$ cat src/rtl/ibex_csr_responder_pkg.sv
// Shared types, CSR constants and the read-modify-write helper for the
// ibex_csr_responder CSR endpoint.
package ibex_csr_responder_pkg;

  // CSR op encoding, matching ibex_pkg::csr_op_e.
  typedef enum logic [1:0] {
    CSR_OP_READ  = 2'b00,
    CSR_OP_WRITE = 2'b01,
    CSR_OP_SET   = 2'b10,
    CSR_OP_CLEAR = 2'b11
  } csr_op_e;

  // CSR address type, matching ibex_pkg::csr_num_e.
  typedef logic [11:0] csr_num_e;

  localparam csr_num_e CSR_MCYCLE  = 12'hB00;
  localparam csr_num_e CSR_MCYCLEH = 12'hB80;

  // Response-side FSM states.
  typedef enum logic {
    RSP_IDLE = 1'b0,
    RSP_RESP = 1'b1
  } rsp_state_e;

  // True for op encodings this responder understands.
  function automatic logic csr_op_defined(input csr_op_e op);
    logic ok;
    case (op)
      CSR_OP_READ, CSR_OP_WRITE, CSR_OP_SET, CSR_OP_CLEAR: ok = 1'b1;
      default:                                             ok = 1'b0;
    endcase
    return ok;
  endfunction

  // New CSR value after applying op to old with operand wdata.
  function automatic logic [31:0] csr_rmw(input logic [31:0] old,
                                          input logic [31:0] wdata,
                                          input csr_op_e     op);
    logic [31:0] nv;
    case (op)
      CSR_OP_WRITE: nv = wdata;
      CSR_OP_SET:   nv = old | wdata;
      CSR_OP_CLEAR: nv = old & ~wdata;
      default:      nv = old;
    endcase
    return nv;
  endfunction

endpackage

$ cat src/rtl/ibex_csr_responder_cnt.sv
// 64-bit free-running cycle counter with per-word write enables.
// Only instantiated when IBEX_CSR_RESPONDER_CYCLE_CNT_EN is defined.
// A word write replaces the increment for that cycle; the other word holds.
module ibex_csr_responder_cnt (
  input  logic        clk_i,
  input  logic        rst_i,
  input  logic        we_lo_i,
  input  logic        we_hi_i,
  input  logic [31:0] wdata_i,
  output logic [63:0] cnt_o
);

  logic [63:0] cnt_q, cnt_d;

  // Next count: increment with carry, or load the written word.
  always_comb begin
    cnt_d = cnt_q + 64'd1;
    if (we_lo_i) begin
      cnt_d = {cnt_q[63:32], wdata_i};
    end else if (we_hi_i) begin
      cnt_d = {wdata_i, cnt_q[31:0]};
    end
  end

  // Counter register.
  always_ff @(posedge clk_i) begin
    if (rst_i) begin
      cnt_q <= '0;
    end else begin
      cnt_q <= cnt_d;
    end
  end

  assign cnt_o = cnt_q;

endmodule

$ cat src/rtl/ibex_csr_responder.sv
// CSR endpoint: accepts one CSR request per cycle, returns the pre-update
// value one cycle later and commits the update in the acceptance cycle.
// Backs NumScratch scratch CSRs at BaseAddr. Defining
// IBEX_CSR_RESPONDER_CYCLE_CNT_EN adds a RW 64-bit cycle counter at
// mcycle/mcycleh; otherwise those addresses decode as illegal.
module ibex_csr_responder
  import ibex_csr_responder_pkg::*;
#(
  parameter logic [11:0] BaseAddr      = 12'h7C0,
  parameter int          NumScratch    = 4,
  parameter logic [31:0] ScratchRstVal = 32'h0
) (
  input  logic        clk_i,
  input  logic        rst_i,
  input  logic        req_valid_i,
  output logic        req_ready_o,
  input  logic [11:0] req_addr_i,
  input  logic [1:0]  req_op_i,
  input  logic [31:0] req_wdata_i,
  output logic        rsp_valid_o,
  input  logic        rsp_ready_i,
  output logic [31:0] rsp_rdata_o,
  output logic        rsp_illegal_o
);

  rsp_state_e state_q, state_d;

  logic [NumScratch-1:0][31:0] scratch_q, scratch_d;
  logic [31:0]                 rsp_rdata_q, rsp_rdata_d;
  logic                        rsp_illegal_q, rsp_illegal_d;

  csr_op_e     op;
  logic        accept;
  logic [11:0] win_off;
  logic        in_win;
  logic        hit;
  logic        ro_viol;
  logic        legal;
  logic [31:0] old_val;
  logic [31:0] new_val;
  logic        do_write;

  assign op      = csr_op_e'(req_op_i);
  assign accept  = req_valid_i & req_ready_o;
  // Wrapping subtraction: addresses below BaseAddr land far outside the window.
  assign win_off = req_addr_i - BaseAddr;
  assign in_win  = ({20'd0, win_off} < 32'(NumScratch));

`ifdef IBEX_CSR_RESPONDER_CYCLE_CNT_EN
  logic [63:0] cnt;
  logic        hit_lo, hit_hi;

  assign hit_lo = (req_addr_i == CSR_MCYCLE);
  assign hit_hi = (req_addr_i == CSR_MCYCLEH);

  ibex_csr_responder_cnt u_cnt (
    .clk_i   (clk_i),
    .rst_i   (rst_i),
    .we_lo_i (do_write & hit_lo),
    .we_hi_i (do_write & hit_hi),
    .wdata_i (new_val),
    .cnt_o   (cnt)
  );
`endif

  // Address/op decode and old-value mux.
  always_comb begin
    old_val = '0;
    hit     = in_win;
    for (int i = 0; i < NumScratch; i++) begin
      if (in_win && win_off == 12'(i)) old_val = scratch_q[i];
    end
`ifdef IBEX_CSR_RESPONDER_CYCLE_CNT_EN
    if (hit_lo) old_val = cnt[31:0];
    if (hit_hi) old_val = cnt[63:32];
    hit = in_win | hit_lo | hit_hi;
`endif
    ro_viol  = (req_addr_i[11:10] == 2'b11) && (op != CSR_OP_READ);
    legal    = hit && !ro_viol && csr_op_defined(op);
    new_val  = csr_rmw(old_val, req_wdata_i, op);
    do_write = accept && legal && (op != CSR_OP_READ);
  end

  // Scratch update, committed in the acceptance cycle.
  always_comb begin
    scratch_d = scratch_q;
    for (int i = 0; i < NumScratch; i++) begin
      if (do_write && in_win && win_off == 12'(i)) scratch_d[i] = new_val;
    end
  end

  // Response payload: captured on acceptance, held otherwise.
  always_comb begin
    rsp_rdata_d   = rsp_rdata_q;
    rsp_illegal_d = rsp_illegal_q;
    if (accept) begin
      rsp_rdata_d   = legal ? old_val : 32'h0;
      rsp_illegal_d = ~legal;
    end
  end

  // FSM next state: RESP persists while responses keep streaming.
  always_comb begin
    state_d = state_q;
    case (state_q)
      RSP_IDLE: if (req_valid_i) state_d = RSP_RESP;
      RSP_RESP: if (rsp_ready_i) state_d = req_valid_i ? RSP_RESP : RSP_IDLE;
      default:  state_d = RSP_IDLE;
    endcase
  end

  // FSM outputs: accept-through when the pending response is consumed.
  always_comb begin
    req_ready_o = 1'b1;
    rsp_valid_o = 1'b0;
    if (state_q == RSP_RESP) begin
      req_ready_o = rsp_ready_i;
      rsp_valid_o = 1'b1;
    end
  end

  // State and CSR registers.
  always_ff @(posedge clk_i) begin
    if (rst_i) begin
      state_q       <= RSP_IDLE;
      scratch_q     <= {NumScratch{ScratchRstVal}};
      rsp_rdata_q   <= '0;
      rsp_illegal_q <= 1'b0;
    end else begin
      state_q       <= state_d;
      scratch_q     <= scratch_d;
      rsp_rdata_q   <= rsp_rdata_d;
      rsp_illegal_q <= rsp_illegal_d;
    end
  end

  assign rsp_rdata_o   = rsp_rdata_q;
  assign rsp_illegal_o = rsp_illegal_q;

endmodule

$ cat config.mk
export PLATFORM = sky130hd
export DESIGN_NAME = ibex_csr_responder
export DESIGN_NICKNAME = d
export VERILOG_FILES = /design/src/rtl/ibex_csr_responder_pkg.sv /design/src/rtl/ibex_csr_responder_cnt.sv /design/src/rtl/ibex_csr_responder.sv
export SDC_FILE = /design/constraint.sdc
export NUM_CORES = 1
export LEC_CHECK = 0
export ABC_AREA = 1
export CORE_MARGIN = 8
export CORE_UTILIZATION = 29
export CTS_CLUSTER_SIZE = 25
export DETAILED_ROUTE_END_ITERATION = 8
export HOLD_SLACK_MARGIN = 0.1
export PLACE_DENSITY_LB_ADDON = 0.3
export REMOVE_ABC_BUFFERS = 1
export SETUP_SLACK_MARGIN = 0.4
export SLEW_MARGIN = 10
export SYNTH_ARGS = -nofsm -noshare
export SYNTH_HDL_FRONTEND = slang
export SYNTH_SLANG_ARGS = --single-unit
$ cat constraint.sdc
create_clock -name clk_i -period 3.1 [get_ports clk_i]
set_input_delay 0.62 -clock clk_i [delete_from_list [all_inputs] [get_ports clk_i]]
set_output_delay 0.62 -clock clk_i [all_outputs]
set_load 0.01 [all_outputs]
==> results.cfg, run 1 <==
[run_status]
status = finished, final reports clean

[grt]
grt_max_degree = 163
grt_pass1_wl_mm = 43.4
grtUsageTotal_pct = 15.1
grt_pass1_vias = 8259
overflow = 0
antenna_found_initial = 0

[floorplan]
core_area_sq_mm = 0.0288
rows = 62
fp.dieW_um = 187
initial_utilization_pct = 29.5
dieArea_sq_mm = 0.0350
io_pins = 85
die_y_um = 187

[timing]
relSlewSlack_pct = 44.0
tightest_slew_ns = 0.840
final.period_utilization_pct = 76.3
slew_violations = 0
period_minus_slack_ns = 2.37
rsz0062_at_grt = false
hold_slack_ns = 0.463
setup_tns_ns = 0
final_hold_viol_count = 0
fin_skew_ns = 0.0104
setup_violations = 0
max_freq_mhz = 423

[worst_setup_path]
crit_end = scratch_q[9]
crit_slowest_cell = clkdlybuf4s50_1
crit_fanout = 60
cp_top_family = buffers and inverters
rr_worst_depth = 11
cp_slowest_stage_delay_ns = 0.55
worstPathRequired_ns = 3.42
startpoint = req_op_i[1]
critPathKind = in2reg
r2r_slack_ns = 1.15
critPathLaunchType = input port
worst-path-stages = 10
end_kind = flip-flop
crit_chain = clkdlybuf4s50_1 -> nor2_2 -> o21ai_1 -> nor3_2 -> inv_2 -> nor3_4 -> buf_12 -> nand3_1 -> nand2_1 -> inv_1
worstPathBufferInverterCount = 4
r2r-start = state_q
rr_endpoint = scratch_q[9]
arrival_ns = 2.69

[logic_synthesis]
synth_top_area_share_pct = 38.2
synth_edf_count = 0
yosysSeqAreaShare_pct = 38.2
yosysWarnings = 0
ys_top_cells_by_area = dfxtp_1 (38%), nand2_1 (19%), nand3_1 (10%)
async_flop_share_pct = 0
postSynthCellCount = 1413
synth.distinct_cells = 23
syn_avg_cell_area_sq_um = 6.01
synth_area_leader_cell = dfxtp_1
synth_seq_cells = 162
synth_ff_type = dfxtp_1
netlist_area_sq_mm = 0.00849

[drt]
wl_per_cell_um = 14.2
dr.pass1.iters = 5
routed_wl_mm = 26.5
detail-route-antenna-nets = 0
drt-initial-drc-count = 722
route.detailed.drc = 0
num_vias = 8598
vias_per_cell = 4.61

[pwr]
peakVddDrop_mv = 0.297
p_leak_uw = 0.00486
power_density_mw_per_mm2 = 433

[final_layout]
drive_above_1_share_pct = 6.48
n_antenna_cell = 0
area_growth_pct = 23.0
final_nets = 1519

[clocking]
cts_buffer_depth = 2
cts_root_buffer = clkbuf_16
cts-resized-gates = 0
clkTransAtPathRegs_ns = 0.07
cts_setup_buffers = 0
cts_buffers = 17
clk_latency_ns = 0.43
htreeDepth = 4
cts_hold_buf = 0
clock-sinks = 162
cts_tree = built

[worst_hold_path]
hold_path.class = reg2reg

[place]
hpwl_mm = 16.2
io_buffers = 84
place.gp.congestion = 0.774

[run]
drv_cap = 0
==> synthesized netlist by cell type, drive strengths merged (2+ instances only) <==
library cell,instances
o21ai,35
o2111ai,2
buf,47
nand4,30
dfxtp,162
clkbuf,35
nand2,441
nor3,4
nor2,197
nand3,170
inv,214
a21oi,75
==> cells by family (layout without fill, tap and decap cells) <==
family,count (synthesis),count (layout),synth area share [%]
and+or+nand+nor,842,842,41.2
buffers and inverters,296,365,13.8
DFF,162,162,38.2
AOI/OAI and AO/OA,112,112,6.69
xor gates and xnor gates,1,1,0.103
==> report_power, final <==
group          leakage [uW]  internal, uW  switching (uW)
sequential          0.00130          2080            1.14
combinational       0.00330          95.1             195
clock              0.000262          1200             951
==> per-layer routing <==
metal	GRT usage, %	wire [um]
met1	20.2	12800
met5	0	0
met2	23.7	11700
met3	3.43	1520
met4	4.73	518
==> worst register-to-register path: stages, from the launching register on <==
cell and delay, ns:
dfxtp_1 0.32, nand2_2 0.09, nand2_2 0.15, inv_2 0.10, o21ai_1 0.10, nor3_2 0.22, inv_2 0.11, nor3_4 0.16
buf_12 0.31, nand3_1 0.16, nand2_1 0.08, inv_1 0.04
==> stage by stage <==
step | cells | setup WS [ns] | total power [uW] | instance area, sq um | utilization, %
floorplan | 1331 | -0.910 | 2220 | 8120 | -
global placement | 1834 | 0.310 | 2420 | 9860 | 34.2
detailed placement | 1834 | 0.307 | 2420 | 9860 | 34.2
CTS | 1866 | 0.726 | 4580 | 10400 | 36.3
global route | 1866 | 0.523 | 4690 | 10400 | 36.3
finish | 1866 | 0.734 | 4520 | 10400 | 36.3
==> worst min path at each step <==
stage	from	to	slack [ns]	depth (start not counted)
global placement	rsp_rdata_o[1]	rsp_rdata_o[1]	0.45	2
CTS	rsp_rdata_o[6]	rsp_rdata_o[6]	0.47	2
finish	rsp_rdata_o[4]	rsp_rdata_o[4]	0.46	2
detailed placement	rsp_rdata_o[4]	rsp_rdata_o[4]	0.46	2
floorplan	rsp_rdata_o[0]	rsp_rdata_o[0]	0.48	2
global route	rsp_rdata_o[24]	rsp_rdata_o[24]	0.49	2
==> cell type report <==
class / count / area, sq um
Timing Repair Buffer: 119 / 1190
Clock buffer: 18 / 429
Inverter: 214 / 803
Clock inverter: 14 / 156
Fill cell: 3081 / 18300
Sequential cell: 162 / 3240
Tap cell: 384 / 480
Multi-Input combinational cell: 955 / 4140
==> cell usage in the layout, fill, tap and decap left out, types with 3 or more instances in the layout <==
cell	n
nand2_1	439
a21oi_1	75
clkbuf_16	17
nand4_1	30
inv_2	13
buf_4	29
dfxtp_1	162
nor2_4	8
nand3_1	170
inv_6	3
clkdlybuf4s50_1	83
clkinvlp_4	7
buf_12	7
nor2_1	187
inv_1	201
o21ai_0	34
==> sequential cells by signal, summed over array words and instances, names as in the netlist <==
signal,cells
rsp_illegal_o,1
rsp_rdata_o,32
scratch_q,128
state_q,1
Power figures use the tool's default switching activity.
==> inputs of run 2 (changes only) <==
- clock period: 3.1 -> 2.3 ns (I/O delays scaled with it)
==> run 2 against run 1 <==
Hold slack lost 0.23 ns; critical endpoint is now scratch_q[24]; non-clock buffer count rose by 61; global-route usage rose by 0.36 points; cell count is 3.3% higher; critical path depth increased by 4; wire length grew 5.4%; power increased by 42%; core utilization rose by 3.9 points; first-iteration DRC count is 8.4% lower; register-to-register slack lost 0.67 ns; via count rose by 4.0%.
==> results.cfg, run 2 (synthesis results as in run 1) <==
[pwr]
switching_share_pct = 23.6
peakVddDrop_mv = 0.409
clkPwrFrac_pct = 49.2
power_density_mw_per_mm2 = 554
p_sw_uw = 1510
p_seq_share_pct = 43.8
combPwrFrac_pct = 7.1
internal-power_uw = 4900
p_leak_uw = 0.00541

[timing]
hold_slack_ns = 0.237
setup_violations = 0
relSlewSlack_pct = 55.1
slew_violations = 0
max_freq_mhz = 542
final.period_utilization_pct = 80.1
final_hold_viol_count = 0
rsz0062_at_grt = true
period_minus_slack_ns = 1.84
tightest_slew_ns = 0.673
fin_skew_ns = 0.0115
setup_tns_ns = 0

[grt]
grtUsageMet1_pct = 20.6
use_met2_pct = 25.3
overflow = 0
grt_max_degree = 104
met3_usage_pct = 2.72
grt_pass1_wl_mm = 44.2
grtUsageTotal_pct = 15.5
grt_pass1_vias = 8327
antenna_found_initial = 0
busiest_layer = met2

[floorplan]
rows = 62
dieArea_sq_mm = 0.0350
core_area_sq_mm = 0.0288
die_y_um = 187
fp.dieW_um = 187
initial_utilization_pct = 29.5
io_pins = 85

[clocking]
cts_root_buffer = clkbuf_16
cts_buffer_depth = 2
htreeDepth = 4
clkTransAtPathRegs_ns = 0.06
cts_hold_buf = 0
cts_tree = built
clock-sinks = 162
clk_latency_ns = 0.42
cts_buffers = 17

[run]
drv_cap = 0

[final_layout]
final_nets = 1580
n_antenna_cell = 0
mostFrequentLayoutCell = nand2_1
final_cell_mix = nand2_1 (400), inv_1 (200), nor2_1 (183), dfxtp_1 (161), nand3_1 (147)
drive_above_1_share_pct = 14.9
final_cell_count_no_fill = 1927
final_util_pct = 40.2
area_growth_pct = 36.3
largest_reg_flops = 128
top_register = scratch_q

[place]
hpwl_mm = 17.2
placed_cells = 1867
io_buffers = 84
place.gp.congestion = 0.770

[drt]
dr.pass1.iters = 5
drt-initial-drc-count = 661
detail-route-antenna-nets = 0
vias_per_cell = 4.64
routed_wl_mm = 28.0
wl_per_cell_um = 14.5
num_vias = 8946
route.detailed.drc = 0

[worst_setup_path]
critPathKind = in2reg
worstPathRequired_ns = 2.62
rr_worst_depth = 14
critPathLaunchType = input port
end_kind = flip-flop
arrival_ns = 2.16
crit_fanout = 5

[worst_hold_path]
hold_path.class = in2reg
worstHoldPathCells = 2

[run_status]
status = finished, final reports clean
## run 2: cell count changes in the layout (fill, tap and decap cells not counted), sizes merged
cell           delta
clkdlybuf4s50    -17
clkinv            +4
clkbuf            +6
clkdlybuf4s15     +4
bufinv            +3
buf              +60
dlygate4sd2       +9
inv               -2
clkinvlp          -6
## run 2: metrics by stage
stage | total power, uW | cell area [sq um] | worst slack, ns
3_3_place_gp | 3290 | 10300 | -0.287
6_report | 6420 | 11600 | 0.457
2_1_floorplan | 3000 | 8120 | -1.55
3_5_place_dp | 3300 | 10300 | -0.311
5_1_grt | 6620 | 11600 | 0.330
4_1_cts | 6470 | 11300 | 0.385
## run 2: path summary, 6_finish.rpt
check                        from              end  slack [ns]
hold / removal              rst_i  rsp_rdata_o[17]        0.24
hold reg to reg   rsp_rdata_o[20]  rsp_rdata_o[20]        0.46
setup / recovery    req_addr_i[9]    scratch_q[24]        0.46
setup reg to reg          state_q    scratch_q[24]        0.48
## run 2: power groups by stage
stage	clock network [uW]	registers [uW]	logic, uW
after floorplan	0	2870	126
after global placement	0	2870	422
after detailed placement	0	2870	424
after CTS	3230	2810	438
after global routing	3330	2810	488
final	3150	2810	454
## run 2: per-layer routing
layer,wire (um),share of wire [%]
met1,13500,48
met5,0,0
met3,1320,4.7
met4,374,1.3
met2,12800,46
## run 2: timing repair
action                                  in CTS  in global routing
pin swaps                                   15                 25
gates cloned                                 5                  1
gates resized for setup                     43                 80
endpoints found under the setup margin     161                128
setup buffers                               19                  3
## run 2: critical path, stage by stage
cell and delay, ns:
dlygate4sd2_1 0.24, nand4_1 0.17, nor2_4 0.15, buf_6 0.10, buf_4 0.10, nand3_4 0.06, nor3_4 0.20, buf_6 0.17
buf_12 0.12, buf_12 0.09, buf_16 0.12, nand3_1 0.07, nand2_1 0.06, inv_1 0.04
## run 2: cell type report
cell class	instances	area [sq um]
Multi-Input combinational cell	955	4430
Sequential cell	162	3240
Tap cell	384	480
Clock buffer	19	433
Timing Repair Buffer	180	1970
Clock inverter	13	208
Inverter	214	808
Fill cell	3027	17200
==> inputs of run 3 (changes only) <==
- clock period: 2.3 -> 1.7 ns (I/O delays scaled with it)
==> run 3 against run 2 <==
The run now ends with setup timing left; clock skew about the same; first-iteration DRC count up 31%; hold slack gained 0.088 ns; sequential share of layout area shrank 3.3 points.
==> results.cfg, run 3 (synthesis results as in run 1) <==
[grt]
met3_usage_pct = 4.68
overflow = 0
busiest_layer = met2
grt_pass1_vias = 8895
grtUsageMet1_pct = 22.6
grtUsageTotal_pct = 17.4
grt_pass1_wl_mm = 48.8
grt_max_degree = 41
antenna_found_initial = 1
use_met2_pct = 28.2

[worst_hold_path]
hold_path.class = in2reg
holdPathEnd = state_q
worstHoldPathCells = 3
hold_start = req_valid_i

[drt]
drt-initial-drc-count = 868
num_vias = 9663
detail-route-antenna-nets = 0
route.detailed.drc = 0
wl_per_cell_um = 17.0
vias_per_cell = 4.83
routed_wl_mm = 33.9
dr.pass1.iters = 7

[timing]
setup_tns_ns = -8.82
fin_skew_ns = 0.0110
timing.final.ws_setup_ns = -0.135
rsz0062_at_grt = true
max_freq_mhz = 545
slew_violations = 0
relSlewSlack_pct = 75.5
final_hold_viol_count = 0
final.period_utilization_pct = 108
period_minus_slack_ns = 1.83
tightest_slew_ns = 0.367
setup_violations = 127

[floorplan]
core_area_sq_mm = 0.0288
fp.dieW_um = 187
io_pins = 85
dieArea_sq_mm = 0.0350
initial_utilization_pct = 29.5
rows = 62
die_y_um = 187

[pwr]
total_power_uw = 8550
power_density_mw_per_mm2 = 650
combPwrFrac_pct = 8.4
switching_share_pct = 26.6
clkPwrFrac_pct = 47.2
p_seq_share_pct = 44.4
p_leak_uw = 0.00610
peakVddDrop_mv = 0.483
internal-power_uw = 6280
p_sw_uw = 2270

[final_layout]
final_cell_mix = nand2_1 (390), inv_1 (196), dfxtp_1 (156), nor2_1 (144), nand3_1 (112)
area_growth_pct = 55.0
top_register = scratch_q
final_area_sq_mm = 0.0132
n_antenna_cell = 0
drive_above_1_share_pct = 28.9
final_util_pct = 45.7
final_cell_count_no_fill = 1999
final_nets = 1652
largest_reg_flops = 128
mostFrequentLayoutCell = nand2_1

[worst_setup_path]
critPathLaunchType = flip-flop
end_kind = flip-flop
startpoint = state_q
arrival_ns = 2.21
r2r_slack_ns = -0.13
crit_fanout = 5
critPathKind = reg2reg
rr_worst_depth = 14
rr_endpoint = scratch_q[24]
worstPathRequired_ns = 2.08
r2r-start = state_q

[clocking]
cts_buffers = 17
clkTransAtPathRegs_ns = 0.07
clk_latency_ns = 0.44
cts_tree = built
cts_buffer_depth = 2
clock-sinks = 162
cts_hold_buf = 0
cts_root_buffer = clkbuf_16
htreeDepth = 4

[place]
place.gp.congestion = 0.792
placed_area_sq_mm = 0.0103
placed_cells = 1878
io_buffers = 84
hpwl_mm = 17.7

[run_status]
violations = setup timing
status = finished, violations left

[run]
drv_cap = 0
## run 3: power by group through the flow
stage | sequential, uW | combinational [uW] | clock (uW)
global route | 3790 | 762 | 4230
detailed placement | 3890 | 601 | 0
floorplan | 3890 | 170 | 0
global placement | 3890 | 601 | 0
finish | 3800 | 718 | 4040
CTS | 3800 | 650 | 4080
## run 3: metal layers
| metal | routed length (um) | share of wire, % |
|---|---|---|
| met1 | 14800 | 44 |
| met2 | 15800 | 46 |
| met3 | 2760 | 8.1 |
| met4 | 591 | 1.7 |
| met5 | 0 | 0 |
## run 3: worst max-delay path by stage
stage	end	slack, ns	depth (start not counted)
3_3_place_gp	scratch_q[26]	-0.77	12
5_1_grt	scratch_q[105]	-0.22	16
3_5_place_dp	scratch_q[26]	-0.79	12
6_report	scratch_q[24]	-0.13	14
4_1_cts	scratch_q[19]	-0.14	14
2_1_floorplan	scratch_q[64]	-2.03	9
## run 3: repair_timing
| action | CTS | global route |
|---|---|---|
| gates resized for setup | 221 | 233 |
| buffers inserted | 37 | 22 |
| pin swaps | 35 | 71 |
| gates cloned | 20 | 10 |
| endpoints found under the hold margin | 0 | 0 |
| endpoints found under the setup margin | 196 | 184 |
## run 3: area by class of cell
class / count / area, sq um
fill: 2816 / 15600
multi-input combinational: 955 / 4980
sequential: 162 / 3250
timing repair buffer: 252 / 3020
inverter: 214 / 822
tap: 384 / 480
clock buffer: 17 / 425
clock inverter: 15 / 180
## run 3: critical path, cell delays in order (launching register included)
cell and delay [ns]:
dfxtp_2 0.33, nand2_2 0.08, nand2_4 0.09, inv_4 0.08, o21ai_4 0.06, nor3_4 0.20
inv_2 0.09, nor3_4 0.15, buf_12 0.17, buf_6 0.11, buf_12 0.12, nor2_2 0.03
nor2_1 0.12, nand2_1 0.09, inv_1 0.05
## run 3: through the flow
step           setup WS [ns]  hold WS (ns)
4_1_cts               -0.139         0.315
3_5_place_dp          -0.791         0.456
3_3_place_gp          -0.773         0.453
5_1_grt               -0.216         0.337
2_1_floorplan          -2.03         0.409
6_report              -0.135         0.325
